### src/rtl/mips_fetch_stage.sv
// mips_fetch_stage: MIPS instruction-fetch stage with PC register, IF/ID
// pipeline register and a two-state (RUN/ISR) interrupt controller.
//
// Ports:
//   clk             rising-edge clock
//   reset           synchronous active-low reset
//   interrupt       level-sensitive interrupt request
//   stall           hazard-unit hold for PC and IF/ID
//   branch_taken    EX-stage redirect request
//   branch_target   redirect address (16-bit word address)
//   eret            return-from-interrupt from ID
//   imem_data       combinational instruction-memory read data
//   imem_addr       fetch address (the PC register)
//   ins             IF/ID instruction
//   Current_Address IF/ID PC of ins
//   valid           ins is a real fetched instruction (0 for inserted NOP)
//   epc             saved return address
//   int_active      1 while in ISR
module mips_fetch_stage #(
    parameter logic [15:0] RESET_PC   = 16'h0000,
    parameter logic [15:0] INT_VECTOR = 16'h0040,
    parameter logic [31:0] NOP_WORD   = 32'h0000_0000
) (
    input  logic        clk,
    input  logic        reset,
    input  logic        interrupt,
    input  logic        stall,
    input  logic        branch_taken,
    input  logic [15:0] branch_target,
    input  logic        eret,
    input  logic [31:0] imem_data,
    output logic [15:0] imem_addr,
    output logic [31:0] ins,
    output logic [15:0] Current_Address,
    output logic        valid,
    output logic [15:0] epc,
    output logic        int_active
);

    localparam int unsigned AW = 16;
    localparam int unsigned DW = 32;

    typedef enum logic {
        RUN = 1'b0,
        ISR = 1'b1
    } state_e;

    state_e          state_q, state_d;
    logic [AW-1:0]   pc_q, pc_d;
    logic [DW-1:0]   ins_q, ins_d;
    logic [AW-1:0]   ca_q, ca_d;
    logic            valid_q, valid_d;
    logic [AW-1:0]   epc_q, epc_d;

    // State and pipeline registers
    always_ff @(posedge clk) begin
        if (!reset) begin
            state_q <= RUN;
            pc_q    <= RESET_PC;
            ins_q   <= '0;
            ca_q    <= '0;
            valid_q <= 1'b0;
            epc_q   <= '0;
        end else begin
            state_q <= state_d;
            pc_q    <= pc_d;
            ins_q   <= ins_d;
            ca_q    <= ca_d;
            valid_q <= valid_d;
            epc_q   <= epc_d;
        end
    end

    // Next-state: branch > interrupt entry > eret > stall > sequential fetch
    always_comb begin
        state_d = state_q;
        pc_d    = pc_q;
        ins_d   = ins_q;
        ca_d    = ca_q;
        valid_d = valid_q;
        epc_d   = epc_q;

        if (branch_taken) begin
            pc_d    = branch_target;
            ins_d   = NOP_WORD;
            valid_d = 1'b0;
            ca_d    = pc_q;
        end else if (state_q == RUN && interrupt && !stall) begin
            // Instruction at pc is dropped and refetched after eret
            epc_d   = pc_q;
            pc_d    = INT_VECTOR;
            ins_d   = NOP_WORD;
            valid_d = 1'b0;
            state_d = ISR;
        end else if (state_q == ISR && eret && !stall) begin
            pc_d    = epc_q;
            ins_d   = NOP_WORD;
            valid_d = 1'b0;
            state_d = RUN;
        end else if (!stall) begin
            pc_d    = AW'(pc_q + AW'(1));
            ins_d   = imem_data;
            ca_d    = pc_q;
            valid_d = 1'b1;
        end
    end

    assign imem_addr       = pc_q;
    assign ins             = ins_q;
    assign Current_Address = ca_q;
    assign valid           = valid_q;
    assign epc             = epc_q;
    assign int_active      = (state_q == ISR);

endmodule

### config.mk
export PLATFORM = sky130hd
export DESIGN_NAME = mips_fetch_stage
export DESIGN_NICKNAME = d
export VERILOG_FILES = /design/src/rtl/mips_fetch_stage.sv
export SDC_FILE = /design/constraint.sdc
export NUM_CORES = 1
export LEC_CHECK = 0
export CORE_MARGIN = 10
export CORE_UTILIZATION = 48
export DETAILED_ROUTE_END_ITERATION = 7
export GPL_TIMING_DRIVEN = 0
export MAX_ROUTING_LAYER = met4
export PLACE_DENSITY = 0.86
export SYNTH_ARGS = -nofsm -noshare
export SYNTH_HDL_FRONTEND = slang
export SYNTH_SLANG_ARGS = --single-unit
### constraint.sdc
create_clock -name clk -period 5.8 [get_ports clk]
set_input_delay 0.58 -clock clk [delete_from_list [all_inputs] [get_ports clk]]
set_output_delay 0.58 -clock clk [all_outputs]
set_load 0.01 [all_outputs]
Yosys cells after proc, flatten, opt, wreduce, memory -nomap -nowiden
Cells that the tools add are included.
{ "word_totals": {"register_bits": 82, "inputBits": 54, "word_cells": 34} }
{ "op_classes": {"add_sub_neg": 1, "eq_ne": 4, "mux": 10, "bitwise": 3, "reduce_logical": 10} }
{ "ops": {"columns": ["operator", "n"], "rows": [
  ["16-bit two-way mux", 8],
  ["16-bit by 1-bit adder with 16-bit output (second input constant)", 1],
  ["1-bit logical AND", 4],
  ["2-bit != test (second input constant)", 2],
  ["4-bit by 1-bit != test with 1-bit output (second input constant)", 1],
  ["2-bit AND reduction", 2],
  ["4-bit OR reduction", 1],
  ["1-bit inverter", 3],
  ["3-bit AND reduction", 1],
  ["1-bit two-way mux", 2],
  ["2-bit by 1-bit != test with 1-bit output (second input constant)", 1],
  ["2-bit nonzero test", 1],
  ["1-bit logical NOT", 1]
]} }

Logic depth before layout (Yosys ltp)
{ "depth": {"ltp_word": 5, "depth_mapped": 7} }

Least setup slack after synthesis
No wires, ideal clock.
{ "synth_path": {"path_kind": "register to register", "startpoint": "register pc_q[1], in the netlist imem_addr[1]", "endpoint": "register pc_q[12], in the netlist imem_addr[12]", "setup_time_ps": 58, "t_arrival_ps": 1859, "slack_ps": 3883, "stages_incl_launch_ff": 6, "synth_period_minus_slack_ps": 1917, "cell_sequence": "dfxtp_1 > ha_1 > nand4_2 > or4_1 > a311oi_1 > o21a_1"} }
{ "synth_via": {"elab_chain_cells": 5} }
{ "synth_lines": {"columns": ["element", "line_no", "source"], "rows": [
  ["start: declaration", "49", "logic [AW-1:0] pc_q, pc_d;"],
  ["start signal: assignment", "66", "pc_q <= pc_d;"],
  ["16-bit by 1-bit adder with 16-bit output", "101", "pc_d = AW'(pc_q + AW'(1));"],
  ["16-bit two-way mux", "100", "end else if (!stall) begin"],
  ["16-bit two-way mux", "95", "end else if (state_q == ISR && eret && !stall) begin"],
  ["16-bit two-way mux", "88", "end else if (state_q == RUN && interrupt && !stall) begin"],
  ["16-bit two-way mux", "83", "if (branch_taken) begin"]
]} }
No other way between the ends. The select of a mux whose other input is x is not followed.
A chain may end at the register's enable or synchronous reset.

Worst setup path after layout
{ "layout_path": {"startpoint": "input port branch_taken", "endpoint": "register pc_q[1], in the netlist imem_addr[1]"} }
{ "layout_via": {"elab_chain_cells": 1, "word_cells_on_any_way": 2} }
{ "layout_lines": {"columns": ["element", "line_no", "source"], "rows": [
  ["start: declaration", "28", "input logic branch_taken,"],
  ["4-bit by 1-bit != test with 1-bit output (no line) / 16-bit two-way mux (equally long branches)", null, null]
]} }
Several ways; a longest one is shown, not always the timed one.

==> flow_summary.ini <==
[outcome]
outcome = complete, no violations

[synth]
synth_ff_type = dfxtp_1
yosys-top-cells-area = dfxtp_1, mux2i_1, nand2_1, nor2_1, nor2b_1
synth-seq-cells = 82
netlist.area_leader.share_pct = 44.2
yosysTopAreaCell = dfxtp_1
synth_cell_types = 46
synth_seq_area_share_pct = 44.2
synth_fp_nets = 470
synth-edff-count = 0
synthArstFlopShare_pct = 0
syn_area_mm2 = 0.00372
synth_warnings = 0
netlist_instances = 415
syn_avg_cell_area_um2 = 8.95

[worst_setup_path]
cp.required_ns = 6.05
worstPathArrival_ns = 2.62
critical_path.most_common_cell = clkbuf_1
crit_path_end_kind = flop
cp-endpoint = imem_addr[1]$_SDFFE_PN0P_
timing.rr.end = imem_addr[10]$_SDFFE_PN0P_
critPathKind = primary input to flop
crit_slowest_cell = clkdlybuf4s50_1
reg2reg_depth = 5
crit_chain = clkdlybuf4s50_1, buf_2, clkbuf_1, clkbuf_1, o21ai_0, o21a_1
r2r_slack_ns = 3.47
startpoint_type = primary input
crit_start = branch_taken
worst_path_largest_cell_delay_ns = 0.54
crit_fanout = 10
reg2reg_from = imem_addr[1]$_SDFFE_PN0P_

[timing]
period_share_pct = 40.8
worstMarginPinSlew_ns = 0.885
fin_crit_ns = 2.37
fin_tns_setup_ns = 0
finalHoldViolCount = 0
fin_skew_ns = 0.00779
max_slew_margin_pct = 40.5
hold_ws_ns = 0.465
finalSetupViolCount = 0
grt_setup_unrepaired = no
fin_ws_ns = 3.43
max_freq_ghz = 0.423
slew_violations = 0

[clocking]
clock-root-buffer = clkbuf_8
clk_latency_ns = 0.35
cts_sinks = 82
cts_tree = done
cts_buffers = 9
path_clk_slew_ns = 0.09
cts_buffer_depth = 2
postCtsSetupRepairBufs = 0
h-tree-depth = 3
cts_hold_buf = 0
cts_resized = 0

[power_and_ir_drop]
p_leak_nw = 2.03
powerDensity_mw_per_mm2 = 232
peakVddDrop_mv = 0.140

[grt]
grt_use_met2_pct = 33.3
globalRouteMet1Util_pct = 24.3
grt_overflow_total = 0
grt.total_usage_pct = 21.1
busiest_layer = met2
grt_util_met3_pct = 7.67
antenna_found_initial = 0
grt_max_degree = 14
grt_pass1_vias = 3778
grt_pass1_wl_um = 19100

[placement]
gp_congestion = 0.874
numPortBuffers = 134
place_ws_ns = 3.11
dpl.hpwl_um = 9050

[finish]
syn2layout_area_growth_pct = 45.4
drive_gt1_share_pct = 6.90
diodes = 0
final_nets = 615
fillers = 582

[floorplan]
start_util_pct = 48.6
rows = 32
fp.dieH_um = 108
coreArea_mm2 = 0.00765
die-area_mm2 = 0.0117
io-pin-count = 136
chipWidth_um = 108

[routing]
vias_per_cell = 5.50
drtIter0Drc = 265
routed_wl_um = 12100
wire_per_inst_um = 18.1
drtAntennaViolNets = 0
vias = 3671
drc = 0
first_pass_iters = 5

[hold_path]
hp-start = valid$_SDFFE_PP0N_
worst_hold_path_type = flop to flop

[flow_run]
cap_viol_max_count = 0
layer usage:
layer / vias up / share of wire, % / wire, µm
li1: 1737 / - / -
met1: 1690 / 41 / 4970
met2: 216 / 46 / 5520
met3: 28 / 11 / 1350
met4: 0 / 1.9 / 232
met5: - / 0 / 0
state kept, by name, summed over array words and instances (netlist names):
name	flops
imem_addr	16
ins	32
Current_Address	16
valid	1
epc	16
int_active	1
report_power, final:
part	total (mW)	switching [mW]	internal (mW)
clock	0.462	0.208	0.253
sequential	0.597	0.0162	0.581
combinational	0.196	0.0900	0.106
critical path, delay by kind of cell:
family	cells	cell delay, ns
AO/OA/AOI/OAI	2	0.35
buffers and inverters	4	1.68
synth_stat cells (3+ instances only):
library cell   n
or4_1          3
buf_6          4
a21oi_1       10
o31ai_1        4
mux2i_1       48
o211ai_1       6
dfxtp_1       82
nor2_1        43
o21ai_1        5
nand3_1        6
o21a_1         8
buf_2          7
nor3_1         8
nor4_1         4
inv_1          4
o221ai_1       3
nor2b_1       19
nand4_1        6
buf_4          4
a21boi_0       6
a311oi_1       3
nand2_1       67
clkbuf_1      13
a21boi_1      15
o21ai_0       10
cell families (layout without fill, tap and decap cells):
family | Yosys count | after routing | share of synthesized area [%]
xor gates and xnor gates | 3 | 3 | 0.707
and+or+nand+nor | 168 | 168 | 21.3
DFF | 82 | 82 | 44.2
buffers and inverters | 34 | 184 | 5.42
AOI/OAI and AO/OA | 79 | 79 | 15.1
muxes | 48 | 48 | 12.9
adders and majority gates | 1 | 1 | 0.337
worst min-delay path by stage:
stage,endpoint,slack (ns),cells past startpoint
4_1_cts,valid$_SDFFE_PP0N_,0.47,2
5_1_grt,valid$_SDFFE_PP0N_,0.50,2
3_5_place_dp,valid$_SDFFE_PP0N_,0.46,2
3_3_place_gp,valid$_SDFFE_PP0N_,0.44,2
2_1_floorplan,valid$_SDFFE_PP0N_,0.47,2
6_report,valid$_SDFFE_PP0N_,0.46,2
area by class of cell:
class / count / area (µm²) / area share [%]
plain buffers: 30 / 186 / 3.45
clock buffers: 11 / 141 / 2.62
clock inverters: 5 / 77.6 / 1.44
inverters: 4 / 15.0 / 0.278
multi-input cells: 299 / 1870 / 34.7
flip-flops and latches: 82 / 1640 / 30.4
well taps: 102 / 128 / 2.36
repair buffers: 134 / 1340 / 24.8
layout by cell type (no fill, tap or decap), types with 7 or more instances in the layout:
master           count
a21oi_1             10
clkbuf_8            12
buf_2                7
nor3_1               8
nor2b_1             19
nor2_1              43
clkbuf_1            14
o21a_1               8
a21boi_1            15
clkdlybuf4s50_1    134
nand2_1             67
mux2i_1             48
o21ai_0             10
dfxtp_1             82
per-stage QoR:
step | instances | util (%) | area, µm² | total power, mW
final | 667 | 70.7 | 5400 | 1.25
after global routing | 667 | 70.7 | 5400 | 1.30
after CTS | 667 | 70.7 | 5400 | 1.26
after detailed placement | 651 | 67.8 | 5180 | 0.804
after global placement | 651 | 67.8 | 5180 | 0.799
after floorplan | 415 | - | 3720 | 0.704
(Power assumes the default switching activity.)
